File: src/rtl/combat_status_ctrl_pkg.sv
// combat_pkg: scene codes, fight states, default damage/HP constants and phase helper.
package combat_pkg;
  typedef enum logic [1:0] {SCN_OPEN = 2'b00, SCN_GAME = 2'b01, SCN_WIN = 2'b10, SCN_LOSE = 2'b11} scene_e;
  typedef enum logic [1:0] {ST_IDLE, ST_FIGHT, ST_INVULN, ST_OVER} state_e;
  localparam logic [9:0] DEF_BOSS_HP_MAX  = 10'd500;
  localparam logic [1:0] DEF_PLAYER_LIVES = 2'd3;
  localparam logic [9:0] DEF_DMG_NORMAL   = 10'd1;
  localparam logic [9:0] DEF_DMG_CHARGED  = 10'd5;
  localparam logic [7:0] DEF_INVULN_TICKS = 8'd24;
  localparam logic [9:0] DEF_PHASE1_HP    = 10'd300;
  localparam logic [9:0] DEF_PHASE2_HP    = 10'd150;
  function automatic logic [1:0] phase_of(input logic [9:0] hp, input logic [9:0] p1, input logic [9:0] p2);
    return hp == '0 ? 2'd3 : hp < p2 ? 2'd2 : hp < p1 ? 2'd1 : 2'd0;
  endfunction
endpackage

File: src/rtl/combat_status_ctrl_if.sv
// combat_status_ctrl_if: hit events and scene in, HP/life/phase status out.
interface combat_status_ctrl_if;
  import combat_pkg::*;
  logic       gamestart;
  scene_e     scene;
  logic       boss_hit;
  logic       boss_hit_charged;
  logic       player_hit;
  logic [9:0] bosshp;
  logic [1:0] life;
  logic       invuln;
  logic [1:0] phase;
  logic       hit_flash;
  modport master (output gamestart, scene, boss_hit, boss_hit_charged, player_hit,
                  input bosshp, life, invuln, phase, hit_flash);
  modport slave  (input gamestart, scene, boss_hit, boss_hit_charged, player_hit,
                  output bosshp, life, invuln, phase, hit_flash);
endinterface

File: src/rtl/combat_status_ctrl_tick_countdown.sv
// tick_countdown: loadable down-counter that stops at zero and flags it.
module tick_countdown #(
  parameter int W = 8
) (
  input  logic         clk,
  input  logic         rst_n,
  input  logic         load_i,
  input  logic         en_i,
  input  logic [W-1:0] val_i,
  output logic         zero_o
);
  logic [W-1:0] cnt_q;
  always_ff @(posedge clk or negedge rst_n)
    if (!rst_n) cnt_q <= '0;
    else if (load_i) cnt_q <= val_i;
    else if (en_i && cnt_q != '0) cnt_q <= cnt_q - 1'b1;
  assign zero_o = cnt_q == '0;
endmodule

File: src/rtl/combat_status_ctrl.sv
// combat_status_ctrl: boss HP / player life bookkeeping with invulnerability and boss phase.
// Define BOSS_REGEN_EN to let the boss regain 1 HP every REGEN_PERIOD damage-free fight cycles.
module combat_status_ctrl
  import combat_pkg::*;
#(
  parameter logic [9:0] BOSS_HP_MAX  = DEF_BOSS_HP_MAX,
  parameter logic [1:0] PLAYER_LIVES = DEF_PLAYER_LIVES,
  parameter logic [9:0] DMG_NORMAL   = DEF_DMG_NORMAL,
  parameter logic [9:0] DMG_CHARGED  = DEF_DMG_CHARGED,
  parameter logic [7:0] INVULN_TICKS = DEF_INVULN_TICKS,
`ifdef BOSS_REGEN_EN
  parameter logic [7:0] REGEN_PERIOD = 8'd48,
`endif
  parameter logic [9:0] PHASE1_HP    = DEF_PHASE1_HP,
  parameter logic [9:0] PHASE2_HP    = DEF_PHASE2_HP
) (
  input  logic                 clk_22,
  input  logic                 rst_n,
  combat_status_ctrl_if.slave  bus
);
  state_e     state_q, state_d;
  logic [9:0] hp_q, hp_d, dmg, hp_hit, hp_nx;
  logic [1:0] life_q, life_d, life_dec, phase_q, phase_d;
  logic       invuln_q, invuln_d, flash_q, flash_d;
  logic       active, p_hit, inv_zero, regen_tick;
  always_comb begin
    active   = state_q == ST_FIGHT || state_q == ST_INVULN;
    dmg      = bus.boss_hit_charged ? DMG_CHARGED : bus.boss_hit ? DMG_NORMAL : '0;
    hp_hit   = hp_q > dmg ? hp_q - dmg : '0;
    hp_nx    = regen_tick && hp_hit < BOSS_HP_MAX ? hp_hit + 10'd1 : hp_hit;
    // a boss kill this cycle wins over a simultaneous player hit
    p_hit    = state_q == ST_FIGHT && bus.player_hit && hp_nx != '0 && life_q != '0;
    life_dec = p_hit ? life_q - 2'd1 : life_q;
  end
  always_comb begin
    state_d = state_q;
    hp_d    = hp_q;
    life_d  = life_q;
    flash_d = 1'b0;
    case (state_q)
      ST_IDLE: begin
        hp_d    = BOSS_HP_MAX;
        life_d  = PLAYER_LIVES;
        state_d = bus.gamestart ? ST_FIGHT : ST_IDLE;
      end
      ST_FIGHT, ST_INVULN: begin
        hp_d    = hp_nx;
        life_d  = life_dec;
        flash_d = dmg != '0 && hp_q != '0;
        state_d = hp_nx == '0 || life_dec == '0 ? ST_OVER :
                  p_hit ? ST_INVULN :
                  state_q == ST_INVULN && inv_zero ? ST_FIGHT : state_q;
      end
      ST_OVER: if (bus.scene == SCN_OPEN) begin
        state_d = ST_IDLE;
        hp_d    = BOSS_HP_MAX;
        life_d  = PLAYER_LIVES;
      end
      default: state_d = ST_IDLE;
    endcase
    phase_d  = phase_of(hp_d, PHASE1_HP, PHASE2_HP);
    invuln_d = state_d == ST_INVULN;
  end
  tick_countdown #(.W(8)) u_invuln (
    .clk(clk_22), .rst_n(rst_n),
    .load_i(state_q == ST_FIGHT && state_d == ST_INVULN),
    .en_i(state_q == ST_INVULN),
    .val_i(INVULN_TICKS - 8'd1),
    .zero_o(inv_zero)
  );
`ifdef BOSS_REGEN_EN
  logic regen_zero;
  // held at PERIOD-1 outside the fight so the first fight cycle starts a full period
  tick_countdown #(.W(8)) u_regen (
    .clk(clk_22), .rst_n(rst_n),
    .load_i(!active || dmg != '0 || regen_zero),
    .en_i(active),
    .val_i(REGEN_PERIOD - 8'd1),
    .zero_o(regen_zero)
  );
  assign regen_tick = active && dmg == '0 && regen_zero;
`else
  assign regen_tick = 1'b0;
`endif
  always_ff @(posedge clk_22 or negedge rst_n)
    if (!rst_n) begin
      state_q  <= ST_IDLE;
      hp_q     <= BOSS_HP_MAX;
      life_q   <= PLAYER_LIVES;
      phase_q  <= '0;
      invuln_q <= 1'b0;
      flash_q  <= 1'b0;
    end else begin
      state_q  <= state_d;
      hp_q     <= hp_d;
      life_q   <= life_d;
      phase_q  <= phase_d;
      invuln_q <= invuln_d;
      flash_q  <= flash_d;
    end
  assign bus.bosshp    = hp_q;
  assign bus.life      = life_q;
  assign bus.phase     = phase_q;
  assign bus.invuln    = invuln_q;
  assign bus.hit_flash = flash_q;
endmodule

File: src/flat_wrapper.sv
// flat-port wrapper written by rule: the top's interface ports become plain ports
module combat_status_ctrl_flat import combat_pkg::*;
#(
  parameter logic [9:0] BOSS_HP_MAX  = DEF_BOSS_HP_MAX,
  parameter logic [1:0] PLAYER_LIVES = DEF_PLAYER_LIVES,
  parameter logic [9:0] DMG_NORMAL   = DEF_DMG_NORMAL,
  parameter logic [9:0] DMG_CHARGED  = DEF_DMG_CHARGED,
  parameter logic [7:0] INVULN_TICKS = DEF_INVULN_TICKS,

  parameter logic [9:0] PHASE1_HP    = DEF_PHASE1_HP,
  parameter logic [9:0] PHASE2_HP    = DEF_PHASE2_HP
)
  (clk_22, rst_n, bus_gamestart, bus_scene, bus_boss_hit, bus_boss_hit_charged, bus_player_hit, bus_bosshp, bus_life, bus_invuln, bus_phase, bus_hit_flash);
  combat_status_ctrl_if bus_i ();
  input  logic clk_22;
  input  logic rst_n;
  input wire logic [$bits(bus_i.gamestart)-1:0] bus_gamestart;
  input wire logic [$bits(bus_i.scene)-1:0] bus_scene;
  input wire logic [$bits(bus_i.boss_hit)-1:0] bus_boss_hit;
  input wire logic [$bits(bus_i.boss_hit_charged)-1:0] bus_boss_hit_charged;
  input wire logic [$bits(bus_i.player_hit)-1:0] bus_player_hit;
  output wire logic [$bits(bus_i.bosshp)-1:0] bus_bosshp;
  output wire logic [$bits(bus_i.life)-1:0] bus_life;
  output wire logic [$bits(bus_i.invuln)-1:0] bus_invuln;
  output wire logic [$bits(bus_i.phase)-1:0] bus_phase;
  output wire logic [$bits(bus_i.hit_flash)-1:0] bus_hit_flash;
  assign bus_i.gamestart = bus_gamestart;
  assign bus_i.scene = bus_scene;
  assign bus_i.boss_hit = bus_boss_hit;
  assign bus_i.boss_hit_charged = bus_boss_hit_charged;
  assign bus_i.player_hit = bus_player_hit;
  assign bus_bosshp = bus_i.bosshp;
  assign bus_life = bus_i.life;
  assign bus_invuln = bus_i.invuln;
  assign bus_phase = bus_i.phase;
  assign bus_hit_flash = bus_i.hit_flash;
  combat_status_ctrl #(.BOSS_HP_MAX(BOSS_HP_MAX), .PLAYER_LIVES(PLAYER_LIVES), .DMG_NORMAL(DMG_NORMAL), .DMG_CHARGED(DMG_CHARGED), .INVULN_TICKS(INVULN_TICKS), .PHASE1_HP(PHASE1_HP), .PHASE2_HP(PHASE2_HP)) u_core (.clk_22(clk_22), .rst_n(rst_n), .bus(bus_i));
endmodule
File: config.mk
export PLATFORM = sky130hd
export DESIGN_NAME = combat_status_ctrl_flat
export DESIGN_NICKNAME = d
export VERILOG_FILES = /design/src/rtl/combat_status_ctrl_pkg.sv /design/src/rtl/combat_status_ctrl_if.sv /design/src/rtl/combat_status_ctrl_tick_countdown.sv /design/src/rtl/combat_status_ctrl.sv /design/src/flat_wrapper.sv
export SDC_FILE = /design/constraint.sdc
export NUM_CORES = 1
export LEC_CHECK = 0
export BUFFER_PORTS_ARGS = -buffer_cell sky130_fd_sc_hd__buf_2
export CAP_MARGIN = 25
export CORE_UTILIZATION = 45
export DETAILED_ROUTE_END_ITERATION = 10
export HOLD_SLACK_MARGIN = 0.05
export SYNTH_ARGS = -nofsm -noshare
export SYNTH_HDL_FRONTEND = slang
export SYNTH_SLANG_ARGS = --single-unit
File: constraint.sdc
create_clock -name clk_22 -period 3.3 [get_ports clk_22]
set_input_delay 0.825 -clock clk_22 [delete_from_list [all_inputs] [get_ports clk_22]]
set_output_delay 0.825 -clock clk_22 [all_outputs]
set_load 0.05 [all_outputs]
==> impl_metrics.env, run 1 <==
export IMPL_detail_route_first_pass_iterations=4
export IMPL_register_area_um2=661
export IMPL_gp_congestion=0.947
export IMPL_multi_input_area_um2=1100
export IMPL_final_nets=235
export IMPL_cts_made_buffers=3
export IMPL_die_h_um=66.9
export IMPL_drt_iter0_markers=88
export IMPL_grt_pass1_vias=1573
export IMPL_crit_arrival_ns=3.25
export IMPL_grt_overflow=0
export IMPL_syn_nets=205
export IMPL_rsz0062_at_grt="no"
export IMPL_cts_hold_buffers_added=0
export IMPL_start_util_pct=47.1
export IMPL_tightest_slew_ns=0.688
export IMPL_ys_types=68
export IMPL_dp_slack_ns=0.00489
export IMPL_status="complete, no violations"
export IMPL_cap_viol_max_count=0
export IMPL_fin_ws_ns=0.243
export IMPL_die_w_um=66.9
export IMPL_fmax_mhz=327
export IMPL_core_area_um2=4030
export IMPL_diodes=0
export IMPL_p_leak_nw=0.861
export IMPL_die_area_um2=4480
export IMPL_grt_first_pass_wirelength_um=7260
export IMPL_cts_root_buf="clkbuf_8"
export IMPL_power_w=0.00196
export IMPL_vias=1533
export IMPL_synthTopCellsByArea="dfrtp_1 (24%), dfstp_2 (11%), ha_1 (5.9%)"
export IMPL_clkTransAtPathRegs_ns=0.09
export IMPL_final_period_utilization_pct=92.6
export IMPL_yosys_warnings=0
export IMPL_synth_area_per_cell_um2=10.1
export IMPL_grt_start_max_net_pins=27
export IMPL_finalCriticalPeriod_ns=3.06
export IMPL_tritoncts="done"
export IMPL_ys_flop_type="dfrtp_1"
export IMPL_grt_usage_pct=21.6
export IMPL_criticalPathCategory="in -> reg"
export IMPL_cts_buffer_depth=2
export IMPL_drc=0
export IMPL_antenna_found_initial=0
export IMPL_dpl_hpwl_um=3350
export IMPL_fillers=388
export IMPL_slew_headroom_pct=53.8
export IMPL_cp_max_fo=6
export IMPL_fin_skew_ns=0.00729
export IMPL_start_kind="primary input"
export IMPL_syn_area_um2=1900
export IMPL_routed_via_density=5.74
export IMPL_setup_tns_ns=0
export IMPL_h_tree_depth=1
export IMPL_drive_gt1_share_pct=33.6
export IMPL_synth_cells=188
export IMPL_hold_violations=0
export IMPL_setup_viol=0
export IMPL_synth_edf_count=0
export IMPL_slew_violations=0
export IMPL_wl_per_cell_um=16.1
export IMPL_cts_setup_buffers=0
export IMPL_synth_top_area_share_pct=23.7
export IMPL_insertion_delay_ns=0.28
export IMPL_ys_seq_elements=26
export IMPL_finish_utilization_pct=52.7
export IMPL_power_density_nw_per_um2=923
export IMPL_num_rows=23
export IMPL_peakVddDrop_v=0.000330
export IMPL_clkSinkCount=26
export IMPL_synth_async_reset_ratio_pct=100
export IMPL_area_growth_pct=11.9
export IMPL_required_ns=3.50
export IMPL_cp_end_kind="flop"
export IMPL_io_pins=24
export IMPL_ys_seq_area_share_pct=34.8
export IMPL_yosys_area_top_type="dfrtp_1"
export IMPL_port_buffers=23
export IMPL_hold_class="reg -> reg"
export IMPL_wl_um=4300
export IMPL_cts_resized_gates=0
export IMPL_hold_slack_ns=0.526
export IMPL_ant_nets=0
state kept, by name (all words and copies together), names as in the netlist:
signal	cells
u_core.bus.invuln	1
u_core.u_invuln.cnt_q	8
u_core.bus.life	2
u_core.bus.phase	2
u_core.state_q	2
u_core.bus.hit_flash	1
u_core.bus.bosshp	10
power by group:
part	total, W	switching (W)	leakage [nW]	internal, W
sequential	0.000598	0.000140	0.304	0.000457
combinational	0.00115	0.000742	0.529	0.000411
clock	0.000211	0.000104	0.0288	0.000107
total	0.00196	0.000986	0.861	0.000975
kinds of logic (layout without fill, tap and decap cells):
family	Yosys count	after routing	share of synthesized area, %
adder cells (fa/ha/maj)	9	9	5.93
XOR/XNOR	11	11	5.08
AO/OA/AOI/OAI	52	52	23.5
flip-flops	26	26	34.8
AND/OR/NAND/NOR	64	64	22.3
buffers and inverters	24	53	7.25
multiplexers	2	2	1.12
layer usage:
| layer | GRT usage, % | up-vias | wire (µm) |
|---|---|---|---|
| met3 | 3.42 | 11 | 171 |
| li1 | - | 743 | - |
| met5 | 0 | - | 0 |
| met2 | 36.4 | 36 | 2040 |
| met4 | 9.57 | 0 | 120 |
| met1 | 26.9 | 743 | 1970 |
worst paths after layout:
kind,depth (start not counted),from,endpoint,slack [ns]
min reg2reg,1,u_core.u_invuln.cnt_q[1],u_core.u_invuln.cnt_q[1],0.53
min,1,u_core.u_invuln.cnt_q[1],u_core.u_invuln.cnt_q[1],0.53
min in group asynchronous,1,rst_n,u_core.bus.hit_flash,0.54
max in group asynchronous,1,rst_n,u_core.bus.phase[0],2.36
max reg2reg,8,u_core.bus.bosshp[2],u_core.u_invuln.cnt_q[1],0.57
max,12,bus_boss_hit_charged,u_core.bus.phase[0],0.24
critical path: stages:
cell and delay, ns:
buf_2 0.10, or2_2 0.30, ha_1 0.20, ha_1 0.24, nor2b_4 0.19, o22a_2 0.25, nor2_1 0.10, o41ai_1 0.39
buf_4 0.21, o2bb2ai_1 0.13, a311oi_2 0.13, o2bb2ai_1 0.17
synthesized netlist by cell type (2+ instances only):
library cell / n
nor2b_1: 2
o21a_1: 6
nand2b_1: 5
or3_1: 4
buf_6: 3
clkbuf_8: 2
or4_4: 3
dfstp_2: 8
nor2_1: 14
nand2_1: 6
xnor2_1: 8
o2bb2ai_1: 2
xor2_1: 3
dfrtp_1: 18
nor3_1: 6
nand3b_1: 3
nor4_1: 3
o21bai_1: 2
nor3_2: 2
a2bb2oi_1: 2
o21ai_0: 6
inv_1: 16
a21o_1: 2
o221ai_1: 2
a21oi_1: 7
ha_1: 9
or2_2: 3
placed cells by master (no fill, tap or decap), types with 4 or more instances in the layout:
cell type	instances
nor3_1	6
dfstp_2	8
o21ai_0	6
buf_4	9
dfrtp_1	18
nand2b_1	5
ha_1	9
nor2_1	14
nand2_1	6
o21a_1	6
inv_1	16
a21oi_1	7
xnor2_1	8
or3_1	4
buf_2	23
clkbuf_8	4
layout make-up:
cell class              instances  area share (%)
well taps                      50            2.94
multi-input cells             138            51.8
inverters                      17            3.00
repair buffers                 32            8.60
clock buffers                   4            2.59
flip-flops and latches         26            31.1
through the flow:
step,cells,cell area (µm²)
detailed placement,263,2070
floorplan,188,1900
global route,267,2120
global placement,263,2070
finish,267,2120
CTS,267,2120
(Power assumes the default switching activity.)
==> inputs of run 2 (changes only) <==
--- a/config.mk
+++ b/config.mk
@@ -5,6 +5,7 @@
 export SDC_FILE = /design/constraint.sdc
 export NUM_CORES = 1
 export LEC_CHECK = 0
+export ABC_AREA = 1
 export BUFFER_PORTS_ARGS = -buffer_cell sky130_fd_sc_hd__buf_2
 export CAP_MARGIN = 25
 export CORE_UTILIZATION = 45
==> run 2 against run 1 <==
Effect of this change: global-route usage shrank 1.5 points; clock power shrank 16%; via count grew 6.2%; largest cell class unchanged; utilization grew 1.9 points; sequential share of layout area grew 1.2 points; clock skew shrank 0.0040 ns; highest routed layer unchanged; register-to-register slack gained 0.08 ns; synthesized area shrank 4.9%.
==> impl_metrics.env, run 2 <==
export IMPL_io_pins=24
export IMPL_synth_async_reset_ratio_pct=100
export IMPL_min_to="u_core.u_invuln.cnt_q[4]"
export IMPL_rr_endpoint="u_core.u_invuln.cnt_q[5]"
export IMPL_drive_gt1_share_pct=19.5
export IMPL_hold_class="reg -> reg"
export IMPL_tritoncts="done"
export IMPL_cts_made_buffers=3
export IMPL_r2r_start="u_core.bus.bosshp[0]"
export IMPL_power_density_nw_per_um2=946
export IMPL_grt_overflow=0
export IMPL_worstPathCellList="buf_2 > nor2_1 > inv_1 > ha_1 > ha_1 > inv_1 > nand2_2 > nand2_2 > nand2_1 > nand2_4 > nand3_1 > nand2_1 > nor2_2 > nand3_2 > nand2_2 > nand2_1 > nand2_1 > nand2_1 > nand3_1 > a21oi_2 > nand3_4 > nand2_1 > inv_1"
export IMPL_ys_flop_type="dfrtp_1"
export IMPL_start_util_pct=48.2
export IMPL_slew_violations=0
export IMPL_syn_area_um2=1800
export IMPL_finish_utilization_pct=54.7
export IMPL_h_tree_depth=1
export IMPL_max_stage_delay_ns=0.23
export IMPL_final_cell_mix="nand2_1 (53), inv_1 (51), nor2_1 (28), nand3_1 (25), buf_2 (23)"
export IMPL_core_area_um2=3740
export IMPL_cts_buffer_depth=2
export IMPL_dp_slack_ns=-0.0643
export IMPL_whs_path_depth=2
export IMPL_clkTransAtPathRegs_ns=0.09
export IMPL_wl_per_cell_um=11.8
export IMPL_detail_route_first_pass_iterations=4
export IMPL_start_kind="primary input"
export IMPL_ys_types=30
export IMPL_cts_hold_buffers_added=0
export IMPL_synth_cells=254
export IMPL_tightest_slew_ns=0.578
export IMPL_finalCriticalPeriod_ns=3.01
export IMPL_antenna_found_initial=0
export IMPL_largest_register_ffs=10
export IMPL_fin_skew_ns=0.00332
export IMPL_cap_viol_max_count=0
export IMPL_ys_seq_elements=26
export IMPL_die_area_um2=4270
export IMPL_synth_top_area_share_pct=25.0
export IMPL_synthTopCellsByCount="nand2_1 (54), inv_1 (51), nor2_1 (28)"
export IMPL_syn_nets=271
export IMPL_die_h_um=65.3
export IMPL_hold_slack_ns=0.533
export IMPL_grt_first_pass_wirelength_um=6560
export IMPL_routed_via_density=4.93
export IMPL_drt_iter0_markers=114
export IMPL_diodes=0
export IMPL_yosys_warnings=0
export IMPL_synth_most_common_cell="nand2_1"
export IMPL_setup_viol=0
export IMPL_reg2regPathDepth=21
export IMPL_die_w_um=65.3
export IMPL_clkSinkCount=26
export IMPL_design_area_um2=2050
export IMPL_num_rows=22
export IMPL_final_common_cell="nand2_1"
export IMPL_port_buffers=23
export IMPL_placed_cell_area_um2=1980
export IMPL_insertion_delay_ns=0.27
export IMPL_drc=0
export IMPL_synthTopCellsByArea="dfrtp_1 (25%), dfstp_2 (12%), nand2_1 (11%)"
export IMPL_final_nets=301
export IMPL_p_leak_nw=1.08
export IMPL_grt_pass1_vias=1508
export IMPL_hold_violations=0
export IMPL_status="complete, no violations"
export IMPL_vias=1628
export IMPL_final_period_utilization_pct=91.2
export IMPL_crit_arrival_ns=3.18
export IMPL_ys_seq_area_share_pct=36.6
export IMPL_required_ns=3.47
export IMPL_criticalPathCategory="in -> reg"
export IMPL_rsz0062_at_grt="no"
export IMPL_wl_um=3890
export IMPL_cp_end_kind="flop"
export IMPL_yosys_area_top_type="dfrtp_1"
export IMPL_cts_root_buf="clkbuf_8"
export IMPL_cp_slowest_cell="a21oi_2"
export IMPL_fillers=393
export IMPL_grt_usage_pct=20.1
export IMPL_gp_congestion=0.922
export IMPL_area_growth_pct=13.5
export IMPL_dpl_hpwl_um=3110
export IMPL_hp_start="u_core.u_invuln.cnt_q[4]"
export IMPL_synth_area_per_cell_um2=7.10
export IMPL_crit_buf_inv=4
export IMPL_critPathTopFamily="simple AND/OR/NAND/NOR gates"
export IMPL_path_common_cell="nand2_1"
export IMPL_slew_headroom_pct=61.5
export IMPL_cp_max_fo=9
export IMPL_reg2reg_setup_slack_ns=0.65
export IMPL_grt_start_max_net_pins=27
export IMPL_peakVddDrop_v=0.000351
export IMPL_synth_edf_count=0
export IMPL_fin_ws_ns=0.291
export IMPL_fmax_mhz=332
export IMPL_ant_nets=0
run 2: cell count changes in the layout (fill, tap and decap cells not counted), moves of 4 or more:
| cell | delta |
|---|---|
| or3_1 | -4 |
| buf_4 | -5 |
| o21ai_0 | +6 |
| o21a_1 | -5 |
| inv_1 | +35 |
| nor2_2 | +4 |
| xnor2_1 | -7 |
| nand3_1 | +24 |
| nand2b_1 | -5 |
| nand2_2 | +4 |
| nand2_1 | +47 |
| nor2_1 | +14 |
run 2: layout make-up:
class,instances,area [µm²],area share (%)
inverter,51,191,9.35
clock buffer,3,41.3,2.02
tap,48,60.1,2.93
timing repair buffer,27,145,7.09
multi-input combinational,175,948,46.3
sequential,26,661,32.3
run 2: power by group:
part / leakage, nW / internal [W] / switching (W)
Combinational: 0.746 / 0.000357 / 0.000848
Sequential: 0.310 / 0.000453 / 0.0000998
Clock: 0.0216 / 0.0000817 / 0.0000956
Total: 1.08 / 0.000892 / 0.00104
run 2: worst max path at each step:
stage	from	end	slack (ns)	cells past startpoint
2_1_floorplan	bus_boss_hit_charged	u_core.u_invuln.cnt_q[3]	0.33	23
3_3_place_gp	bus_boss_hit_charged	u_core.u_invuln.cnt_q[7]	0.02	23
3_5_place_dp	bus_boss_hit_charged	u_core.u_invuln.cnt_q[3]	-0.06	23
4_1_cts	bus_boss_hit_charged	u_core.u_invuln.cnt_q[3]	0.22	23
5_1_grt	bus_boss_hit_charged	u_core.u_invuln.cnt_q[7]	0.01	23
6_report	bus_boss_hit_charged	u_core.u_invuln.cnt_q[5]	0.29	23
run 2: cells by family after synthesis:
family          share of synthesized area (%)
compound gates                           9.50
xor+xnor                                 2.91
fa+ha+maj                                6.24
buf+inv                                  11.7
flops                                    36.6
simple gates                             33.1
run 2: layer usage:
metal	share of wire (%)	track usage, %	wire [µm]	vias to the layer above
li1	-	-	-	853
met1	46	26.1	1790	729
met2	48	34.0	1870	40
met3	4.6	3.13	179	6
met4	1.2	6.52	48	0
met5	0	0	0	-
run 2: metrics by stage:
step	total power, W	std cells	TNS, ns
6_report	0.00194	330	0
5_1_grt	0.00211	330	0
4_1_cts	0.00191	329	0
3_5_place_dp	0.00173	326	-0.224
3_3_place_gp	0.00174	326	0
2_1_floorplan	0.00147	254	0
run 2: worst register-to-register path: stages (launching register included):
cell,delay (ns)
dfrtp_1,0.42
inv_1,0.06
ha_1,0.21
ha_1,0.20
inv_1,0.07
nand2_2,0.07
nand2_2,0.09
nand2_1,0.09
nand2_4,0.12
nand3_1,0.11
nand2_1,0.11
nor2_2,0.05
nand3_2,0.10
nand2_2,0.08
nand2_1,0.07
nand2_1,0.06
nand2_1,0.08
nand3_1,0.09
a21oi_2,0.23
nand3_4,0.14
nand2_1,0.08
inv_1,0.04
run 2: timing repair:
action                                  4_1_cts  5_1_grt
buffers inserted                              0        1
hold endpoints to repair                      0        0
endpoints found under the setup margin        0        6
gates resized for setup                       0        3
